`config.mk`:
```
export PLATFORM = sky130hd
export DESIGN_NAME = alu_core
export DESIGN_NICKNAME = d
export VERILOG_FILES = /design/src/rtl/alu_core_pkg.sv /design/src/rtl/alu_core_control_unit.sv /design/src/rtl/alu_core.sv
export SDC_FILE = /design/constraint.sdc
export NUM_CORES = 1
export LEC_CHECK = 0
export CORE_ASPECT_RATIO = 1.75
export CORE_MARGIN = 10
export CORE_UTILIZATION = 53
export CTS_CLUSTER_DIAMETER = 100
export DETAILED_ROUTE_END_ITERATION = 12
export MAX_ROUTING_LAYER = met4
export PLACE_DENSITY = 0.88
export SLEW_MARGIN = 20
export SYNTH_ARGS = -nofsm -noshare
export SYNTH_HDL_FRONTEND = slang
export SYNTH_SLANG_ARGS = --single-unit
```
`constraint.sdc`:
```
create_clock -name clk -period 3.85 [get_ports clk]
set_input_delay 0.9625 -clock clk [delete_from_list [all_inputs] [get_ports clk]]
set_output_delay 0.9625 -clock clk [all_outputs]
set_load 0.02 [all_outputs]
```
`src/rtl/alu_core_pkg.sv`:
```
// alu_core_pkg: shared constants and types for the sequential 8-bit ALU.
//   - operand/register widths, iteration count, op_code encodings
//   - one-hot state indices and the one-hot state enum
//   - ctrl_t: register/output control bundle from the control unit to the datapath
package alu_core_pkg;

    localparam int unsigned DATA_W     = 8;
    localparam int unsigned REG_W      = DATA_W + 1;
    localparam int unsigned ITER_COUNT = 8;
    localparam int unsigned CNT_W      = 4;
    localparam int unsigned NUM_STATES = 17;

    localparam logic [1:0] OP_ADD = 2'b00;
    localparam logic [1:0] OP_SUB = 2'b01;
    localparam logic [1:0] OP_MUL = 2'b10;
    localparam logic [1:0] OP_DIV = 2'b11;

    localparam int unsigned S_IDLE        = 0;
    localparam int unsigned S_LOAD_M      = 1;
    localparam int unsigned S_DISPATCH    = 2;
    localparam int unsigned S_ADD         = 3;
    localparam int unsigned S_SUB         = 4;
    localparam int unsigned S_MUL_TEST    = 5;
    localparam int unsigned S_MUL_ADD     = 6;
    localparam int unsigned S_MUL_SHIFT   = 7;
    localparam int unsigned S_DIV_SHIFT   = 8;
    localparam int unsigned S_DIV_SUB     = 9;
    localparam int unsigned S_DIV_RESTORE = 10;
    localparam int unsigned S_DIV_SETQ    = 11;
    localparam int unsigned S_COUNT       = 12;
    localparam int unsigned S_CNT_CHK     = 13;
    localparam int unsigned S_OUT_A       = 14;
    localparam int unsigned S_OUT_Q       = 15;
    localparam int unsigned S_DONE        = 16;

    typedef enum logic [NUM_STATES-1:0] {
        ST_IDLE        = NUM_STATES'(1) << S_IDLE,
        ST_LOAD_M      = NUM_STATES'(1) << S_LOAD_M,
        ST_DISPATCH    = NUM_STATES'(1) << S_DISPATCH,
        ST_ADD         = NUM_STATES'(1) << S_ADD,
        ST_SUB         = NUM_STATES'(1) << S_SUB,
        ST_MUL_TEST    = NUM_STATES'(1) << S_MUL_TEST,
        ST_MUL_ADD     = NUM_STATES'(1) << S_MUL_ADD,
        ST_MUL_SHIFT   = NUM_STATES'(1) << S_MUL_SHIFT,
        ST_DIV_SHIFT   = NUM_STATES'(1) << S_DIV_SHIFT,
        ST_DIV_SUB     = NUM_STATES'(1) << S_DIV_SUB,
        ST_DIV_RESTORE = NUM_STATES'(1) << S_DIV_RESTORE,
        ST_DIV_SETQ    = NUM_STATES'(1) << S_DIV_SETQ,
        ST_COUNT       = NUM_STATES'(1) << S_COUNT,
        ST_CNT_CHK     = NUM_STATES'(1) << S_CNT_CHK,
        ST_OUT_A       = NUM_STATES'(1) << S_OUT_A,
        ST_OUT_Q       = NUM_STATES'(1) << S_OUT_Q,
        ST_DONE        = NUM_STATES'(1) << S_DONE
    } state_e;

    typedef struct packed {
        logic load_q;
        logic load_m;
        logic do_add;
        logic do_sub;
        logic mul_add;
        logic mul_shift;
        logic div_shift;
        logic div_sub;
        logic div_restore;
        logic div_setq;
        logic out_a;
        logic out_q;
        logic done;
    } ctrl_t;

endpackage

```
`src/rtl/alu_core_control_unit.sv`:
```
// alu_control_unit: one-hot sequencer and iteration counter for alu_core.
// Ports:
//   clk, reset            clock, synchronous active-high reset
//   begin_i, op_code_i    start strobe and operation, sampled in IDLE/DONE
//   q_lsb_i               Q[0], multiplier bit under test
//   sub_neg_i             sign of A-M, selects restore vs set-quotient
//   ctrl_c                decoded register/output controls for the current state
//   act_state_debug_o     current one-hot state (0 unless ALU_DEBUG_EN)
//   next_state_debug_o    next one-hot state   (0 unless ALU_DEBUG_EN)
module alu_control_unit
    import alu_core_pkg::*;
(
    input  logic                  clk,
    input  logic                  reset,
    input  logic                  begin_i,
    input  logic [1:0]            op_code_i,
    input  logic                  q_lsb_i,
    input  logic                  sub_neg_i,
    output ctrl_t                 ctrl_c,
    output logic [NUM_STATES-1:0] act_state_debug_o,
    output logic [NUM_STATES-1:0] next_state_debug_o
);

    state_e           state_q, state_d;
    logic [CNT_W-1:0] cnt_q, cnt_d;
    logic [1:0]       op_q, op_d;

    // State, counter and latched op register
    always_ff @(posedge clk) begin
        if (reset) begin
            state_q <= ST_IDLE;
            cnt_q   <= '0;
            op_q    <= OP_ADD;
        end else begin
            state_q <= state_d;
            cnt_q   <= cnt_d;
            op_q    <= op_d;
        end
    end

    // Next-state and control decode
    always_comb begin
        state_d = state_q;
        cnt_d   = cnt_q;
        op_d    = op_q;
        ctrl_c  = '0;
        case (state_q)
            ST_IDLE, ST_DONE: begin
                ctrl_c.done = (state_q == ST_DONE);
                if (begin_i) begin
                    ctrl_c.load_q = 1'b1;
                    cnt_d         = '0;
                    op_d          = op_code_i;
                    state_d       = ST_LOAD_M;
                end
            end
            ST_LOAD_M: begin
                ctrl_c.load_m = 1'b1;
                state_d       = ST_DISPATCH;
            end
            ST_DISPATCH: begin
                case (op_q)
                    OP_ADD:  state_d = ST_ADD;
                    OP_SUB:  state_d = ST_SUB;
                    OP_MUL:  state_d = ST_MUL_TEST;
                    default: state_d = ST_DIV_SHIFT;
                endcase
            end
            ST_ADD: begin
                ctrl_c.do_add = 1'b1;
                state_d       = ST_OUT_Q;
            end
            ST_SUB: begin
                ctrl_c.do_sub = 1'b1;
                state_d       = ST_OUT_Q;
            end
            ST_MUL_TEST: begin
                state_d = q_lsb_i ? ST_MUL_ADD : ST_MUL_SHIFT;
            end
            ST_MUL_ADD: begin
                ctrl_c.mul_add = 1'b1;
                state_d        = ST_MUL_SHIFT;
            end
            ST_MUL_SHIFT: begin
                ctrl_c.mul_shift = 1'b1;
                state_d          = ST_COUNT;
            end
            ST_DIV_SHIFT: begin
                ctrl_c.div_shift = 1'b1;
                state_d          = ST_DIV_SUB;
            end
            // Branch on the sign of the difference being written this cycle
            ST_DIV_SUB: begin
                ctrl_c.div_sub = 1'b1;
                state_d        = sub_neg_i ? ST_DIV_RESTORE : ST_DIV_SETQ;
            end
            ST_DIV_RESTORE: begin
                ctrl_c.div_restore = 1'b1;
                state_d            = ST_COUNT;
            end
            ST_DIV_SETQ: begin
                ctrl_c.div_setq = 1'b1;
                state_d         = ST_COUNT;
            end
            ST_COUNT: begin
                cnt_d   = cnt_q + CNT_W'(1);
                state_d = ST_CNT_CHK;
            end
            ST_CNT_CHK: begin
                if (cnt_q == CNT_W'(ITER_COUNT)) begin
                    state_d = ST_OUT_A;
                end else if (op_q == OP_MUL) begin
                    state_d = ST_MUL_TEST;
                end else begin
                    state_d = ST_DIV_SHIFT;
                end
            end
            ST_OUT_A: begin
                ctrl_c.out_a = 1'b1;
                state_d      = ST_OUT_Q;
            end
            ST_OUT_Q: begin
                ctrl_c.out_q = 1'b1;
                state_d      = ST_DONE;
            end
            default: begin
                state_d = ST_IDLE;
            end
        endcase
    end

`ifdef ALU_DEBUG_EN
    assign act_state_debug_o  = state_q;
    assign next_state_debug_o = state_d;
`else
    assign act_state_debug_o  = '0;
    assign next_state_debug_o = '0;
`endif

endmodule

```
`src/rtl/alu_core.sv`:
```
// alu_core: sequential 8-bit add/sub/mul/div over a shared operand byte bus.
// Optional build macro ALU_DEBUG_EN drives the five debug ports; otherwise they read 0.
// Ports:
//   clk, reset              clock, synchronous active-high reset
//   BEGIN, op_code, inbus   start strobe, op (00 add 01 sub 10 mul 11 div), operand bus
//   outbus                  result byte (A in OUT_A, Q in OUT_Q/DONE, else 0)
//   END                     high while in DONE
//   act_state_debug, next_state_debug   one-hot current/next state
//   A_reg_debug, Q_reg_debug, M_reg_debug  9-bit register contents
module alu_core
    import alu_core_pkg::*;
(
    input  logic                  clk,
    input  logic                  reset,
    input  logic                  BEGIN,
    input  logic [1:0]            op_code,
    input  logic [DATA_W-1:0]     inbus,
    output logic [DATA_W-1:0]     outbus,
    output logic                  END,
    output logic [NUM_STATES-1:0] act_state_debug,
    output logic [NUM_STATES-1:0] next_state_debug,
    output logic [REG_W-1:0]      A_reg_debug,
    output logic [REG_W-1:0]      Q_reg_debug,
    output logic [REG_W-1:0]      M_reg_debug
);

    ctrl_t            ctrl;
    logic [REG_W-1:0] a_q, a_d;
    logic [REG_W-1:0] q_q, q_d;
    logic [REG_W-1:0] m_q, m_d;
    logic [REG_W-1:0] sum_c, diff_c;

    assign sum_c  = REG_W'(a_q + m_q);
    assign diff_c = REG_W'(a_q - m_q);

    alu_control_unit u_ctrl (
        .clk                (clk),
        .reset              (reset),
        .begin_i            (BEGIN),
        .op_code_i          (op_code),
        .q_lsb_i            (q_q[0]),
        .sub_neg_i          (diff_c[REG_W-1]),
        .ctrl_c             (ctrl),
        .act_state_debug_o  (act_state_debug),
        .next_state_debug_o (next_state_debug)
    );

    // A/Q/M registers
    always_ff @(posedge clk) begin
        if (reset) begin
            a_q <= '0;
            q_q <= '0;
            m_q <= '0;
        end else begin
            a_q <= a_d;
            q_q <= q_d;
            m_q <= m_d;
        end
    end

    // Datapath next-state; Q[8] is never set, so 9-bit add/sub truncate cleanly
    always_comb begin
        a_d = a_q;
        q_d = q_q;
        m_d = m_q;
        if (ctrl.load_q) begin
            q_d = {1'b0, inbus};
            a_d = '0;
        end
        if (ctrl.load_m) begin
            m_d = {1'b0, inbus};
        end
        if (ctrl.do_add) begin
            q_d = {1'b0, DATA_W'(q_q + m_q)};
        end
        if (ctrl.do_sub) begin
            q_d = {1'b0, DATA_W'(q_q - m_q)};
        end
        if (ctrl.mul_add) begin
            a_d = sum_c;
        end
        if (ctrl.mul_shift) begin
            {a_d, q_d[DATA_W-1:0]} = {a_q, q_q[DATA_W-1:0]} >> 1;
        end
        if (ctrl.div_shift) begin
            {a_d, q_d[DATA_W-1:0]} = {a_q, q_q[DATA_W-1:0]} << 1;
        end
        if (ctrl.div_sub) begin
            a_d = diff_c;
        end
        if (ctrl.div_restore) begin
            a_d    = sum_c;
            q_d[0] = 1'b0;
        end
        if (ctrl.div_setq) begin
            q_d[0] = 1'b1;
        end
    end

    // Result bus decoded from the registered state
    always_comb begin
        outbus = '0;
        if (ctrl.out_a) begin
            outbus = a_q[DATA_W-1:0];
        end else if (ctrl.out_q || ctrl.done) begin
            outbus = q_q[DATA_W-1:0];
        end
    end

    assign END = ctrl.done;

`ifdef ALU_DEBUG_EN
    assign A_reg_debug = a_q;
    assign Q_reg_debug = q_q;
    assign M_reg_debug = m_q;
`else
    assign A_reg_debug = '0;
    assign Q_reg_debug = '0;
    assign M_reg_debug = '0;
`endif

endmodule

```
# Word level (Yosys, flattened, before mapping)
# Cells that the tools add are included.
dict set report word_totals {
  reg_bits 48
  latchBits 0
  ramBits 0
  mem_bits_ro 0
  input_bits 13
  output_inout_bits 70
  wordCells 82
  memories 0
}
dict set report classes {
  addsub 5
  multipliers 0
  div 0
  n_lt_le_gt_ge 0
  eq_ne 21
  shifts 0
  muxes 38
  bitwise_logic 0
  n_reduce_logical 11
}
# operator count
set ops {}
lappend ops {{17-bit case mux with 12 select lines} 1}
lappend ops {{8-bit 2-to-1 mux} 8}
lappend ops {{9-bit 2-to-1 mux} 7}
lappend ops {{9-bit case mux with 3 select lines} 1}
lappend ops {{17-bit by 1-bit == test with 1-bit output, second input constant} 1}
lappend ops {{17-bit by 10-bit == test with 1-bit output, second input constant} 1}
lappend ops {{17-bit by 11-bit == test with 1-bit output, second input constant} 1}
lappend ops {{17-bit by 12-bit == test with 1-bit output, second input constant} 1}
lappend ops {{17-bit by 13-bit == test with 1-bit output, second input constant} 1}
lappend ops {{17-bit by 14-bit == test with 1-bit output, second input constant} 1}
lappend ops {{17-bit by 15-bit == test with 1-bit output, second input constant} 1}
lappend ops {{17-bit by 16-bit == test with 1-bit output, second input constant} 1}
lappend ops {{17-bit == test, second input constant} 1}
lappend ops {{17-bit by 2-bit == test with 1-bit output, second input constant} 1}
lappend ops {{17-bit by 3-bit == test with 1-bit output, second input constant} 1}
lappend ops {{17-bit by 4-bit == test with 1-bit output, second input constant} 1}
lappend ops {{17-bit by 5-bit == test with 1-bit output, second input constant} 1}
lappend ops {{17-bit by 6-bit == test with 1-bit output, second input constant} 1}
lappend ops {{17-bit by 7-bit == test with 1-bit output, second input constant} 1}
lappend ops {{17-bit by 8-bit == test with 1-bit output, second input constant} 1}
lappend ops {{17-bit by 9-bit == test with 1-bit output, second input constant} 1}
lappend ops {{17-bit 2-to-1 mux} 1}
lappend ops {{1-bit 2-to-1 mux} 16}
lappend ops {{15-bit 2-to-1 mux} 1}
lappend ops {{21 further kinds} 23}

# Longest topological paths before layout
# Gate-level depths: netlist (run 1).
dict set report depth {
  word_depth 10
  depth_mapped 11
}

# Hierarchy
# From an unflattened synthesis (run 1), not the netlist that was laid out.
dict set report hier_totals {
  hier_cells 628
  hier_area_um2 4728.3
}
# module n_inst cells_per_inst area_per_inst_um2 seq_area_each_um2
set modules_own_cells {}
lappend modules_own_cells {alu_core 1 446 3223.1 500.5}
lappend modules_own_cells {alu_control_unit 1 182 1505.2 460.4}

# Worst setup path before layout (run 1)
# No wires, ideal clock.
dict set report synth_timing {
  path_type {register to output}
  start {register u_ctrl.state_q[8]}
  end {output outbus[0]}
  arrival_time_ps 2387
  slack_ps 501
  stages_incl_launch_ff 7
  n_path_buf 2
  cell_sequence {dfxtp_1 clkbuf_1 or4_1 or4_4 and4bb_2 clkbuf_1 a22o_1}
}
dict set report synth_between {
  elab_chain_cells 6
}
# item line
set synth_rtl {}
lappend synth_rtl {{from (decl)} alu_core_control_unit.sv:24} ;# state_e state_q, state_d;
lappend synth_rtl {{from (signal assigned)} alu_core_control_unit.sv:35} ;# state_q <= state_d;
lappend synth_rtl {{17-bit by 1-bit == test with 1-bit output or 17-bit == test (tied branches)} {alu_core_control_unit.sv:47, alu_core_control_unit.sv:49}}
lappend synth_rtl {{2-bit OR reduction} alu_core_control_unit.sv:47} ;# case (state_q)
lappend synth_rtl {{1-bit 2-to-1 mux} alu_core_control_unit.sv:47}
lappend synth_rtl {{1-bit logical OR} alu_core.sv:105} ;# end else if (ctrl.out_q || ctrl.done) begin
lappend synth_rtl {{8-bit 2-to-1 mux} alu_core.sv:105}
lappend synth_rtl {{8-bit 2-to-1 mux *} alu_core.sv:103} ;# if (ctrl.out_a) begin
lappend synth_rtl {{to (decl)} alu_core.sv:18} ;# output logic [DATA_W-1:0] outbus,
# Mark *: on every way between the ends. The rest lies on a longest branch, timed or not.

# Worst setup path in the final report (run 1)
dict set report layout_timing {
  start {register u_ctrl.state_q[10]}
  end {output outbus[2]}
}
# The elaborated chain is that of the path after synthesis.

==> results of run 1 <==
[where the power goes]
group          switching (W)  internal (W)  leakage (nW)  total [W]
clock               0.000204      0.000309        0.0804   0.000513
combinational       0.000416      0.000253          1.46   0.000669
sequential         0.0000676      0.000534         0.389   0.000602
total               0.000687       0.00110          1.93    0.00178
[cells in the final DEF (no fill, tap or decap), types with 4 or more instances in the layout]
cell             count
conb_1              61
nor2_1              58
dfxtp_1             48
a21oi_1             33
ha_1                32
nand2_1             28
inv_1               25
nor3_1              18
nand2b_1            14
nand3_1             14
clkdlybuf4s50_1     13
nor4_1              12
buf_4               12
o21ai_0             11
nor2b_1             10
a211oi_1             9
a22o_1               8
mux2i_1              8
dlygate4sd2_1        8
o221ai_1             7
o22ai_1              6
a221o_1              6
a222oi_1             6
a221oi_1             6
xor2_1               6
nand4_1              5
a31oi_1              5
xnor2_1              5
nand3b_1             5
o21a_1               5
clkbuf_16            5
or4_1                4
o211ai_1             4
o21bai_1             4
fa_1                 4
[cells in the mapped netlist, types with 4 or more instances]
cell,number
nor2b_1,10
buf_4,61
a221oi_1,6
o21a_1,5
o211ai_1,4
dfxtp_1,48
xnor2_1,5
nand3_1,14
mux2i_1,8
nand3b_1,5
nor4_1,12
a22o_1,8
xor2_1,6
nand4_1,5
nor2_1,58
o22ai_1,6
or4_1,4
inv_1,25
a222oi_1,6
o221ai_1,7
a221o_1,6
nand2_1,28
o21bai_1,4
o21ai_0,11
fa_1,4
clkbuf_1,18
a31oi_1,5
a21oi_1,33
nor3_1,18
ha_1,32
a211oi_1,9
nand2b_1,14
[timing repair]
item                                   in CTS  in global routing
endpoints found under the hold margin       0                  0
setup endpoints to repair                   8                  0
resized for setup                           9                  0
hold buffers                                0                  0
[sequential cells by signal, summed over array words and instances (netlist names)]
register        count
q_q                 8
u_ctrl.cnt_q        4
u_ctrl.state_q     17
m_q                 8
u_ctrl.op_q         2
a_q                 9
[per-layer routing]
layer  track usage (%)  up-vias
met4              15.3        0
met3              2.75       64
met1              21.7     1944
met2              34.5      255
met5                 -        -
li1                  -     1914
[final cells by class]
| class | instances | area, um^2 | area share (%) |
|---|---|---|---|
| Multi-Input combinational cell | 449 | 2930 | 64.3 |
| Timing Repair Buffer | 33 | 290 | 6.36 |
| Clock buffer | 5 | 125 | 2.74 |
| Tap cell | 90 | 113 | 2.47 |
| Sequential cell | 48 | 961 | 21.1 |
| Clock inverter | 3 | 46.3 | 1.01 |
| Inverter | 25 | 93.8 | 2.06 |
[stage by stage]
step                      std cells  hold WS (ns)  utilization [%]  setup slack, ns
final                           653         0.485             57.3           0.0735
after global routing            653         0.536             57.3        0.0000495
after CTS                       653         0.488             57.3           0.0951
after detailed placement        645         0.478             55.2            0.117
after global placement          645         0.470             55.2            0.169
after floorplan                 605         0.422                -            0.501
[critical path, delay by kind of cell, from the launching register on]
family,cells,cell delay [ns]
simple gates,3,1.59
flops,1,0.36
buf+inv,1,0.36
compound gates,1,0.20
[kinds of logic (layout without fill, tap and decap cells)]
| group | after synthesis | in the layout | synth area share [%] |
|---|---|---|---|
| AOI/OAI and AO/OA | 137 | 137 | 22.8 |
| xor gates and xnor gates | 11 | 11 | 2.23 |
| adders and majority gates | 36 | 36 | 11.1 |
| buffers and inverters | 108 | 66 | 15.1 |
| DFF | 48 | 48 | 22.3 |
| muxes | 8 | 8 | 1.85 |
| other | 1 | 61 | 0.0868 |
| and+or+nand+nor | 196 | 196 | 24.5 |
[how the worst max path moves through the flow]
| stage | end | slack (ns) | cells after the start |
|---|---|---|---|
| final | outbus[2] | 0.07 | 5 |
| after global routing | outbus[2] | 0.00005 | 5 |
| after CTS | outbus[2] | 0.1 | 5 |
| after detailed placement | outbus[2] | 0.12 | 5 |
| after global placement | outbus[7] | 0.17 | 5 |
| after floorplan | outbus[0] | 0.50 | 6 |
==> impl_metrics.tcl, run 1 <==
set metrics [dict create \
    status "finished clean" \
    route.met3.wl_um 981 \
    root_buffer "clkbuf_16" \
    synth_top_area_share_pct 22.3 \
    io_pins 83 \
    setup_viol 0 \
    timing.fmax_mhz 265 \
    grt_usage_pct 20.9 \
    drt-initial-drc-count 408 \
    synth_edf_count 0 \
    cp-end-kind "output pin" \
    cts_sinks 48 \
    io_buffers 21 \
    antenna_found_initial 0 \
    peakVddDrop_v 0.000285 \
    wl_met2_um 6400 \
    syn_area_per_cell_um2 7.92 \
    min_to "u_ctrl.op_q[0]" \
    insertion_delay_ns 0.30 \
    final_area_um2 4560 \
    wl_met1_um 4580 \
    leakage_nw 1.93 \
    max_cap_viol_count 0 \
    rows 43 \
    hold_start "u_ctrl.op_q[0]" \
    finalWirelength_um 12900 \
    gp_congestion 0.954 \
    ys_seq_area_share_pct 22.3 \
    nets 611 \
    place_area_um2 4400 \
    critPathArrivalTime_ns 2.81 \
    final_antenna_net_count 0 \
    slew_violations 0 \
    finClkSkew_ns 0.0103 \
    worstPathMaxFanout 10 \
    start_util_pct 54.2 \
    r2r_setup_slack_ns 0.75 \
    hold_path_depth 2 \
    cts_tree "built" \
    worst_pin_slew_ns 0.871 \
    post_cts_buffers 0 \
    detail_route.wl_per_cell_um 19.8 \
    cp.required_ns 2.89 \
    htree_levels 2 \
    dieWidth_um 88.2 \
    r2r_end "a_q[3]" \
    grt_pass1_vias 4115 \
    grt.overflow.total 0 \
    rsz0062_at_grt "no" \
    cts.path.max_buffers 2 \
    hold_violations 0 \
    setup.worst_path.start "u_ctrl.state_q[10]" \
    cts_made_buffers 5 \
    synthArstFlopShare_pct 0 \
    slowest_stage "or4_4" \
    max-slew-margin-rel_pct 41.7 \
    drive_above_1_share_pct 5.51 \
    hold_path_class "reg2reg" \
    p_per_area_nw_per_um2 391 \
    ff2ff_path_depth 7 \
    totalPowerFinal_w 0.00178 \
    r2r-start "u_ctrl.state_q[1]" \
    netlist_instances 545 \
    yosys_most_used_dff "dfxtp_1" \
    grt_max_degree 21 \
    nFillCells 745 \
    via_count 4177 \
    yosysWarningCount 0 \
    min_period_ns 3.78 \
    synth_area_leaders "dfxtp_1, buf_4, ha_1, nor2_1, a21oi_1" \
    synth_area_um2 4320 \
    setup_tns_ns 0 \
    routed_via_density 6.40 \
    dp_hpwl_um 10100 \
    cts.reportedPaths.clkPinSlew_ns 0.07 \
    worstSetupPathType "reg2out" \
    cp_cell_sequence "or4_1 > or4_4 > and4bb_4 > a22o_1 > dlygate4sd2_1" \
    dr.pass1.iters 6 \
    grt_pass1_wl_um 20100 \
    area_growth_pct 5.68 \
    synth_area_leader_cell "dfxtp_1" \
    min_period_over_period_pct 98.1 \
    synth_cell_types 68 \
    top_layer_used "met4" \
    dieArea_um2 12300 \
    post-route-drc-count 0 \
    ys_ff_latch 48 \
    die_y_um 139 \
    start_kind "flip-flop" \
    core_region_area_um2 7960 \
    n_antenna_cell 0 \
    slowest_delay_ns 0.57 \
]
Note: power is estimated with default switching activity, not from simulation.
==> inputs of run 2 (changes only) <==
Settings changed: CORE_ASPECT_RATIO 1.75 to 1.4, CTS_CLUSTER_DIAMETER 100 to 40.
==> impl_metrics.tcl, run 2 (synthesized netlist as in run 1, its figures left out) <==
set metrics [dict create \
    rows 38 \
    io_pins 83 \
    hold_violations 0 \
    htree_levels 2 \
    met2_usage_pct 35.0 \
    rsz0062_at_grt "no" \
    p_per_area_nw_per_um2 376 \
    routed_via_density 6.29 \
    final.setup.worst_slack_ns 0.160 \
    grt_pass1_vias 4076 \
    min_period_ns 3.69 \
    worst_pin_slew_ns 0.699 \
    n_antenna_cell 0 \
    root_buffer "clkbuf_8" \
    layout_common_cells "conb_1, nor2_1, dfxtp_1" \
    critPathArrivalTime_ns 2.73 \
    cp.required_ns 2.89 \
    io_buffers 21 \
    cts_made_buffers 5 \
    via_count 4182 \
    cts.path.max_buffers 2 \
    r2r_setup_slack_ns 0.65 \
    cp-end-kind "output pin" \
    grt.overflow.total 0 \
    core_region_area_um2 7850 \
    dr.pass1.iters 7 \
    worstPathMaxFanout 6 \
    hold_start "u_ctrl.op_q[0]" \
    insertion_delay_ns 0.32 \
    die_y_um 127 \
    max-slew-margin-rel_pct 53.0 \
    grt_pass1_wl_um 20600 \
    grt_util_met1_pct 23.8 \
    whs_ns 0.501 \
    area_growth_pct 5.85 \
    min_to "u_ctrl.op_q[0]" \
    hold_path_depth 2 \
    setup_tns_ns 0 \
    dp_slack_ns 0.0641 \
    worstSetupPathType "reg2out" \
    cts_sinks 48 \
    largest_reg_flops 17 \
    final_common_cell "conb_1" \
    place_area_um2 4420 \
    finalWirelength_um 12800 \
    hold_buffers 0 \
    setup_viol 0 \
    grt_usage_pct 21.5 \
    ff2ff_path_depth 8 \
    status "finished clean" \
    dieArea_um2 12200 \
    gp_congestion 1.00 \
    nets 613 \
    start_kind "flip-flop" \
    leakage_nw 1.93 \
    top_regs "u_ctrl.state_q: 17 flops, a_q: 9 flops" \
    final_antenna_net_count 0 \
    peakVddDrop_v 0.000252 \
    r2r_end "a_q[6]" \
    met3_usage_pct 4.07 \
    timing.fmax_mhz 271 \
    post-route-drc-count 0 \
    detail_route.wl_per_cell_um 19.3 \
    drive_above_1_share_pct 6.02 \
    finClkSkew_ns 0.00903 \
    final_area_um2 4570 \
    slew_violations 0 \
    top_register "u_ctrl.state_q" \
    busiest_layer "met2" \
    cts.reportedPaths.clkPinSlew_ns 0.10 \
    start_util_pct 55.0 \
    hold_path_class "reg2reg" \
    drt-initial-drc-count 376 \
    cts_tree "built" \
    grt_max_degree 23 \
    dieWidth_um 96.3 \
    max_cap_viol_count 0 \
    min_period_over_period_pct 95.9 \
    antenna_found_initial 0 \
    totalPowerFinal_w 0.00172 \
    r2r-start "u_ctrl.state_q[0]" \
    dp_hpwl_um 9920 \
]
[run 2: final cells by class]
cell class	instances	area, um^2
Sequential cell	48	961
Fill cell	740	3270
Timing Repair Buffer	34	299
Multi-Input combinational cell	450	2950
Clock inverter	3	68.8
Tap cell	100	125
Clock buffer	5	68.8
Inverter	25	93.8
[run 2: worst max-delay path, stage by stage (launching register included)]
cell	delay (ns)
dfxtp_1	0.38
or4_4	0.54
or4_4	0.56
and4bb_4	0.41
a22o_1	0.17
dlygate4sd2_1	0.35
[run 2: worst max path at each step]
stage / slack (ns) / from / endpoint
floorplan: 0.50 / u_ctrl.state_q[8] / outbus[0]
finish: 0.16 / u_ctrl.state_q[10] / outbus[2]
global placement: 0.12 / u_ctrl.state_q[8] / outbus[7]
CTS: 0.11 / u_ctrl.state_q[10] / outbus[2]
detailed placement: 0.06 / u_ctrl.state_q[10] / outbus[4]
global route: 0.09 / u_ctrl.state_q[10] / outbus[5]
[run 2: power breakdown]
part | leakage (nW) | switching, W | internal, W | total, W
combinational | 1.47 | 0.000409 | 0.000256 | 0.000665
clock | 0.0687 | 0.000192 | 0.000262 | 0.000454
sequential | 0.389 | 0.0000658 | 0.000534 | 0.000600
[run 2: timing repair]
item,in CTS,in global routing
pin swaps,1,0
setup endpoints to repair,8,2
gates cloned,1,0
resized for setup,10,2
buffers inserted,0,0
[run 2: through the flow]
stage	std cells	util, %
4_1_cts	665	58.2
3_5_place_dp	656	56.3
2_1_floorplan	605	-
6_report	665	58.3
5_1_grt	665	58.3
3_3_place_gp	656	56.3
[run 2: routing by layer]
| metal | wire length, um | up-vias |
|---|---|---|
| met4 | 682 | 0 |
| met1 | 4720 | 1941 |
| li1 | - | 1939 |
| met3 | 1260 | 54 |
| met2 | 6170 | 248 |
| met5 | 0 | - |
